File: src/rtl/ysyx_23060278_mdu_pkg.sv
// rtl/ysyx_23060278_mdu_pkg.sv - op encodings, FSM states and operand-sign helpers for the MDU
package ysyx_23060278_mdu_pkg;

  localparam logic [2:0] MDU_MUL    = 3'b000;
  localparam logic [2:0] MDU_MULH   = 3'b001;
  localparam logic [2:0] MDU_MULHSU = 3'b010;
  localparam logic [2:0] MDU_MULHU  = 3'b011;
  localparam logic [2:0] MDU_DIV    = 3'b100;
  localparam logic [2:0] MDU_DIVU   = 3'b101;
  localparam logic [2:0] MDU_REM    = 3'b110;
  localparam logic [2:0] MDU_REMU   = 3'b111;

  typedef enum logic [1:0] {
    S_IDLE = 2'd0,
    S_MUL  = 2'd1,
    S_DIV  = 2'd2,
    S_DONE = 2'd3
  } mdu_state_e;

  // rs1 is treated as two's complement for mulh, mulhsu, div and rem
  function automatic logic is_signed_a(input logic [2:0] op);
    return (op == MDU_MULH) || (op == MDU_MULHSU) || (op == MDU_DIV) || (op == MDU_REM);
  endfunction

  // rs2 is treated as two's complement for mulh, div and rem (mulhsu keeps it unsigned)
  function automatic logic is_signed_b(input logic [2:0] op);
    return (op == MDU_MULH) || (op == MDU_DIV) || (op == MDU_REM);
  endfunction

endpackage

File: src/rtl/ysyx_23060278_divider.sv
// rtl/ysyx_23060278_divider.sv - restoring radix-2 unsigned divider, one quotient bit per cycle
module ysyx_23060278_divider #(
  parameter int XLEN = 32
) (
  input  logic            clk,
  input  logic            rst_n,
  input  logic            start,
  input  logic            kill,
  input  logic [XLEN-1:0] dividend,
  input  logic [XLEN-1:0] divisor,
  output logic            done,
  output logic [XLEN-1:0] quotient,
  output logic [XLEN-1:0] remainder
);

  localparam int CW = $clog2(XLEN + 1);

  logic [CW-1:0]   cnt_q;
  logic            run_q;
  logic [XLEN-1:0] rem_q;
  logic [XLEN-1:0] quo_q;
  logic [XLEN-1:0] dsr_q;
  logic [XLEN:0]   shifted;
  logic [XLEN:0]   diff;

  // partial remainder shifted left by one dividend bit; the top bit of diff is the borrow
  assign shifted = {rem_q, quo_q[XLEN-1]};
  assign diff    = shifted - {1'b0, dsr_q};

  // one restoring step per cycle until the counter drains; kill abandons the operation
  always_ff @(posedge clk or negedge rst_n) begin
    if (!rst_n) begin
      run_q <= 1'b0;
      cnt_q <= '0;
      rem_q <= '0;
      quo_q <= '0;
      dsr_q <= '0;
    end else if (kill) begin
      run_q <= 1'b0;
    end else if (start) begin
      run_q <= 1'b1;
      cnt_q <= CW'(XLEN);
      rem_q <= '0;
      quo_q <= dividend;
      dsr_q <= divisor;
    end else if (run_q && (cnt_q != '0)) begin
      rem_q <= diff[XLEN] ? shifted[XLEN-1:0] : diff[XLEN-1:0];
      quo_q <= {quo_q[XLEN-2:0], ~diff[XLEN]};
      cnt_q <= cnt_q - CW'(1);
    end
  end

  assign done      = run_q && (cnt_q == '0);
  assign quotient  = quo_q;
  assign remainder = rem_q;

endmodule

File: src/rtl/ysyx_23060278_mdu.sv
// rtl/ysyx_23060278_mdu.sv - multi-cycle RV32M/RV64M multiply-divide unit, one op in flight
module ysyx_23060278_mdu
  import ysyx_23060278_mdu_pkg::*;
#(
  parameter int XLEN    = 32,
  parameter int MUL_LAT = 2,
  parameter int TAG_W   = 5
) (
  input  logic             clk,
  input  logic             rst_n,
  input  logic             in_valid,
  output logic             in_ready,
  input  logic [2:0]       in_op,
  input  logic [XLEN-1:0]  in_a,
  input  logic [XLEN-1:0]  in_b,
  input  logic [TAG_W-1:0] in_tag,
  input  logic             flush,
  output logic             out_valid,
  input  logic             out_ready,
  output logic [XLEN-1:0]  out_result,
  output logic [TAG_W-1:0] out_tag,
  output logic             busy
);

  localparam int MCW = (MUL_LAT > 1) ? $clog2(MUL_LAT) : 1;
  localparam logic [XLEN-1:0] INT_MIN = {1'b1, {(XLEN-1){1'b0}}};

  mdu_state_e       state_q, state_d;
  logic [2:0]       op_q;
  logic [XLEN-1:0]  a_q, b_q, res_q;
  logic [TAG_W-1:0] tag_q;
  logic             spec_q;
  logic [MCW-1:0]   mcnt_q;

  logic             accept;
  logic             in_b_zero, in_ovf, in_spec;
  logic [XLEN-1:0]  spec_res;
  logic             in_neg_a, in_neg_b;
  logic [XLEN-1:0]  mag_a, mag_b;
  logic             div_start, div_done, div_kill;
  logic [XLEN-1:0]  div_quo, div_rem;
  logic [2*XLEN-1:0] ext_a, ext_b, prod;
  logic [XLEN-1:0]  mul_res, div_res;
  logic             q_neg, r_neg;

  // flush wins over a same-cycle request, so the op is never latched
  assign accept = in_valid && in_ready && !flush;

  // divide-by-zero and signed overflow are resolved up front instead of running the divider
  assign in_b_zero = (in_b == '0);
  assign in_ovf    = is_signed_a(in_op) && in_op[2] && (in_a == INT_MIN) && (&in_b);
  assign in_spec   = in_op[2] && (in_b_zero || in_ovf);
  assign spec_res  = in_b_zero ? (in_op[1] ? in_a : '1) : (in_op[1] ? '0 : in_a);

  // the divider works on magnitudes; signs are reapplied from the latched operands
  assign in_neg_a  = is_signed_a(in_op) && in_a[XLEN-1];
  assign in_neg_b  = is_signed_b(in_op) && in_b[XLEN-1];
  assign mag_a     = in_neg_a ? -in_a : in_a;
  assign mag_b     = in_neg_b ? -in_b : in_b;
  assign div_start = accept && in_op[2] && !in_spec;
  assign div_kill  = flush || ((state_q == S_DIV) && div_done);

  ysyx_23060278_divider #(.XLEN(XLEN)) u_divider (
    .clk       (clk),
    .rst_n     (rst_n),
    .start     (div_start),
    .kill      (div_kill),
    .dividend  (mag_a),
    .divisor   (mag_b),
    .done      (div_done),
    .quotient  (div_quo),
    .remainder (div_rem)
  );

  // full-width product of the sign- or zero-extended operands; truncation keeps it exact
  assign ext_a   = is_signed_a(op_q) ? {{XLEN{a_q[XLEN-1]}}, a_q} : {{XLEN{1'b0}}, a_q};
  assign ext_b   = is_signed_b(op_q) ? {{XLEN{b_q[XLEN-1]}}, b_q} : {{XLEN{1'b0}}, b_q};
  assign prod    = ext_a * ext_b;
  assign mul_res = (op_q == MDU_MUL) ? prod[XLEN-1:0] : prod[2*XLEN-1:XLEN];

  // quotient negated when operand signs differ, remainder follows the dividend
  assign q_neg   = is_signed_a(op_q) && (a_q[XLEN-1] ^ b_q[XLEN-1]);
  assign r_neg   = is_signed_a(op_q) && a_q[XLEN-1];
  assign div_res = op_q[1] ? (r_neg ? -div_rem : div_rem) : (q_neg ? -div_quo : div_quo);

  // state register
  always_ff @(posedge clk or negedge rst_n) begin
    if (!rst_n) state_q <= S_IDLE;
    else        state_q <= state_d;
  end

  // next-state logic; flush overrides every transition including a pending out handshake
  always_comb begin
    state_d = state_q;
    case (state_q)
      S_IDLE: if (accept) state_d = in_op[2] ? S_DIV : S_MUL;
      S_MUL:  if (mcnt_q == '0) state_d = S_DONE;
      S_DIV:  if (spec_q || div_done) state_d = S_DONE;
      S_DONE: if (out_ready) state_d = S_IDLE;
      default: state_d = S_IDLE;
    endcase
    if (flush) state_d = S_IDLE;
  end

  // operand capture at accept, multiply countdown and result capture on entry to DONE
  always_ff @(posedge clk or negedge rst_n) begin
    if (!rst_n) begin
      op_q   <= '0;
      a_q    <= '0;
      b_q    <= '0;
      tag_q  <= '0;
      res_q  <= '0;
      spec_q <= 1'b0;
      mcnt_q <= '0;
    end else if (accept) begin
      op_q   <= in_op;
      a_q    <= in_a;
      b_q    <= in_b;
      tag_q  <= in_tag;
      spec_q <= in_spec;
      mcnt_q <= MCW'(MUL_LAT - 1);
      if (in_spec) res_q <= spec_res;
    end else if (!flush) begin
      if (state_q == S_MUL) begin
        if (mcnt_q == '0) res_q  <= mul_res;
        else              mcnt_q <= mcnt_q - MCW'(1);
      end
      if ((state_q == S_DIV) && div_done && !spec_q) res_q <= div_res;
    end
  end

  assign in_ready   = (state_q == S_IDLE);
  assign busy       = (state_q != S_IDLE);
  assign out_valid  = (state_q == S_DONE);
  assign out_result = res_q;
  assign out_tag    = tag_q;

endmodule

File: config.mk
export PLATFORM = sky130hd
export DESIGN_NAME = ysyx_23060278_mdu
export DESIGN_NICKNAME = d
export VERILOG_FILES = /design/src/rtl/ysyx_23060278_mdu_pkg.sv /design/src/rtl/ysyx_23060278_divider.sv /design/src/rtl/ysyx_23060278_mdu.sv
export SDC_FILE = /design/constraint.sdc
export NUM_CORES = 2
export LEC_CHECK = 0
export ABC_AREA = 1
export BUFFER_PORTS_ARGS = -buffer_cell sky130_fd_sc_hd__clkbuf_2
export CAP_MARGIN = 20
export CORE_MARGIN = 2
export CORE_UTILIZATION = 35
export DETAILED_ROUTE_END_ITERATION = 16
export GPL_TIMING_DRIVEN = 1
export PLACE_DENSITY = 0.54
export RECOVER_POWER = 50
export SYNTH_ARGS = -nofsm -noshare
export SYNTH_HDL_FRONTEND = slang
export SYNTH_SLANG_ARGS = --single-unit
File: constraint.sdc
create_clock -name clk -period 12.4 [get_ports clk]
set_input_delay 2.48 -clock clk [delete_from_list [all_inputs] [get_ports clk]]
set_output_delay 2.48 -clock clk [all_outputs]
set_load 0.1 [all_outputs]
==> out/qor.txt <==
Routed WL per cell: 22.5 um
Nets: 10,096
Hold-fix buffers, CTS: 0
initial antenna violation count: 9
vias in the first global route: 56,520
total CTS buffers: 29
endpoints failing setup: 0
Seq/Total Area, Yosys: 8.18%
Yosys cell types: 54
Clk Latency, worst-skew pair: 0.61 ns
Max Fclk: 94.8 MHz
Crit. End Element: flip-flop
final WL: 242 mm
RR Endpoint: out_result[13]$_DFFE_PN0P_
Final ANT Viol Nets: 0
drt via density: 4.95
critical path's largest stage delay: 1.02 ns
flops & latches, synth: 211
Tcrit/Tclk final: 85.1%
Crit-path slowest cell: fa_1
final worst setup slack: 1.85 ns
post-synthesis mux area share: 0%
RSZ-0062 raised after global routing: no
First DRT Iteration DRCs: 3,995
most frequent CP cell: fa_1
ys flop type: dfrtp_1
reg-to-reg slack, setup: 1.85 ns
Syn Std Cell Area: 64,600 sq um
Post-Synth Simple-Gate Area: 17.0%
first-pass GRT wire length: 366 mm
non-filler cells, final: 10,733
I/O Pins: 117
Die W: 433 um
Max Fanout on Critical Path: 39
Syn Nets: 10,184
Async SR Flop Fraction: 100%
Final Wtd Congestion: 0.989
Starting Density: 35.2%
Min-Delay Endpoint: out_tag[4]$_DFFE_PN0P_
pre-CTS WS: 2.02 ns
Min-Delay Path Class: reg -> reg
Compound-Gate Fraction of Synth Area: 6.48%
Setup Crit Path Kind: reg -> reg
synthesized instance count: 8,336
reg2reg start: op_q[1]$_DFFE_PN0P_
max cap viols: 5
most frequent cells in the layout: inv_1 (2,320), nand2_1 (1,990), fa_1 (1,418)
Worst-Margin Slew: 5.93 ns
xor-xnor portion of the synthesized cell area: 1.66%
Clock Tree Buf Depth: 3
Buffers on Ports: 116
GRT Util Overall: 26.3%
Slew HR: -296%
largest family of logic cells by synthesized area: adder cells
die area: 188,000 sq um
min-delay src: out_tag[4]$_DFFE_PN0P_
largest net degree at the start of global routing: 96
Core Box Area: 183,000 sq um
Reg clk slew, reported paths: 0.06 ns
crit start category: flip-flop
drt pass-1 iters: 6
Via Count: 53,128
post-CTS setup buffer count: 0
Layout Skew: 0.0225 ns
CTS Sinks: 211
Worst Hold Depth: 2
Mean Syn Cell Area: 7.75 sq um
Tmin final: 10.55 ns
worst hold slack: 0.472 ns
Row Count: 157
Worst Path Required: 12.92 ns
gr ovfl total: 0
CTS tree: yes
Resized Gates After CTS: 0
area grow syn2layout: 6.45%
synth warn: 0
Post-DP HPWL: 202 mm
Placed Instances: 10,681
Final Hold Viols: 0
Root Driver: clkbuf_16
Worst Reg-to-Reg Cells: 34
setup TNS: 0 ns
most common cell after layout, fill and taps aside: inv_1
outcome: finished with violations
Worst Path Arrival: 11.07 ns
violated checks: max-capacitance violations, max-slew violations
adder and majority gate portion of the synthesized area: 50.8%
die extent in y: 433 um
Pins Over Slew Limit: 350
Post-synth EDFFs: 0
Fillers: 19,242
DRC viols: 0
share of cells above drive strength 1: 3.99%
crit path launch: op_q[1]$_DFFE_PN0P_
H-Tree Depth: 1
-- cell families after synthesis --
group                    after synthesis
AO/OA/AOI/OAI                        758
AND/OR/NAND/NOR                     2768
adder cells (fa/ha/maj)             1771
XOR/XNOR                             122
buffers and inverters               2706
flip-flops                           211
-- flip-flops by register name, indices dropped and copies added, names as in the netlist --
| name | flops |
|---|---|
| a_q | 32 |
| b_q | 32 |
| mcnt_q | 1 |
| op_q | 3 |
| out_result | 32 |
| out_tag | 5 |
| spec_q | 1 |
| state_q | 2 |
| u_divider.cnt_q | 6 |
| u_divider.dsr_q | 32 |
| u_divider.quotient | 32 |
| u_divider.remainder | 32 |
| u_divider.run_q | 1 |
-- synth_stat cells (all sizes together) (17+ instances only) --
cell | instances | area share, %
nand3 | 204 | 1.6
ha | 353 | 6.8
clkbuf | 323 | 1.9
buf | 39 | 0.33
a31oi | 17 | 0.16
nor2 | 435 | 2.6
nand2 | 1993 | 12
o211ai | 67 | 0.79
nand4 | 37 | 0.36
fa | 1418 | 44
inv | 2342 | 14
xor2 | 85 | 1.2
nor3 | 55 | 0.48
o21bai | 21 | 0.24
o21ai | 351 | 2.7
dfrtp | 211 | 8.2
a21oi | 253 | 2.0
xnor2 | 37 | 0.50
-- worst max-delay path: cells and delay by family (launching register included) --
| family | cells | cell delay, ns |
|---|---|---|
| fa+ha+maj | 11 | 6.32 |
| simple gates | 12 | 1.79 |
| flops | 1 | 0.34 |
| buf+inv | 9 | 1.41 |
| compound gates | 2 | 0.54 |
-- worst max path at each step --
stage	endpoint	slack, ns
after global placement	out_result[13]$_DFFE_PN0P_	2.03
after CTS	out_result[13]$_DFFE_PN0P_	2.01
final	out_result[13]$_DFFE_PN0P_	1.85
after global routing	a_q[12]$_DFFE_PN0P_	1.04
after floorplan	out_result[30]$_DFFE_PN0P_	3.45
after detailed placement	out_result[13]$_DFFE_PN0P_	2.02
-- layer usage --
layer / vias up / wire length, um / GRT usage (%)
met5: - / 24 / 0
met4: 4 / 8270 / 7.28
met3: 271 / 13200 / 2.31
met2: 1648 / 116000 / 44.4
met1: 27349 / 105000 / 36.0
li1: 23856 / - / -
-- layout make-up --
| class | count | area [sq um] | share of cell area (%) |
|---|---|---|---|
| repair buffers | 243 | 1540 | 2.24 |
| clock inverters | 6 | 78.8 | 0.115 |
| diodes | 1 | 2.50 | 0.00364 |
| multi-input cells | 5419 | 49100 | 71.4 |
| inverters | 2344 | 8800 | 12.8 |
| flip-flops and latches | 211 | 5280 | 7.68 |
| well taps | 2464 | 3080 | 4.49 |
| clock buffers | 45 | 876 | 1.27 |
-- stage by stage --
step | util (%) | cell area (sq um)
after floorplan | - | 64600
after global placement | 37.0 | 67800
after detailed placement | 37.0 | 67800
after CTS | 37.5 | 68800
after global routing | 37.5 | 68700
final | 37.5 | 68700
Power is not shown: default switching activity piles up to over one toggle a cycle in this logic, so the estimate is an artifact.
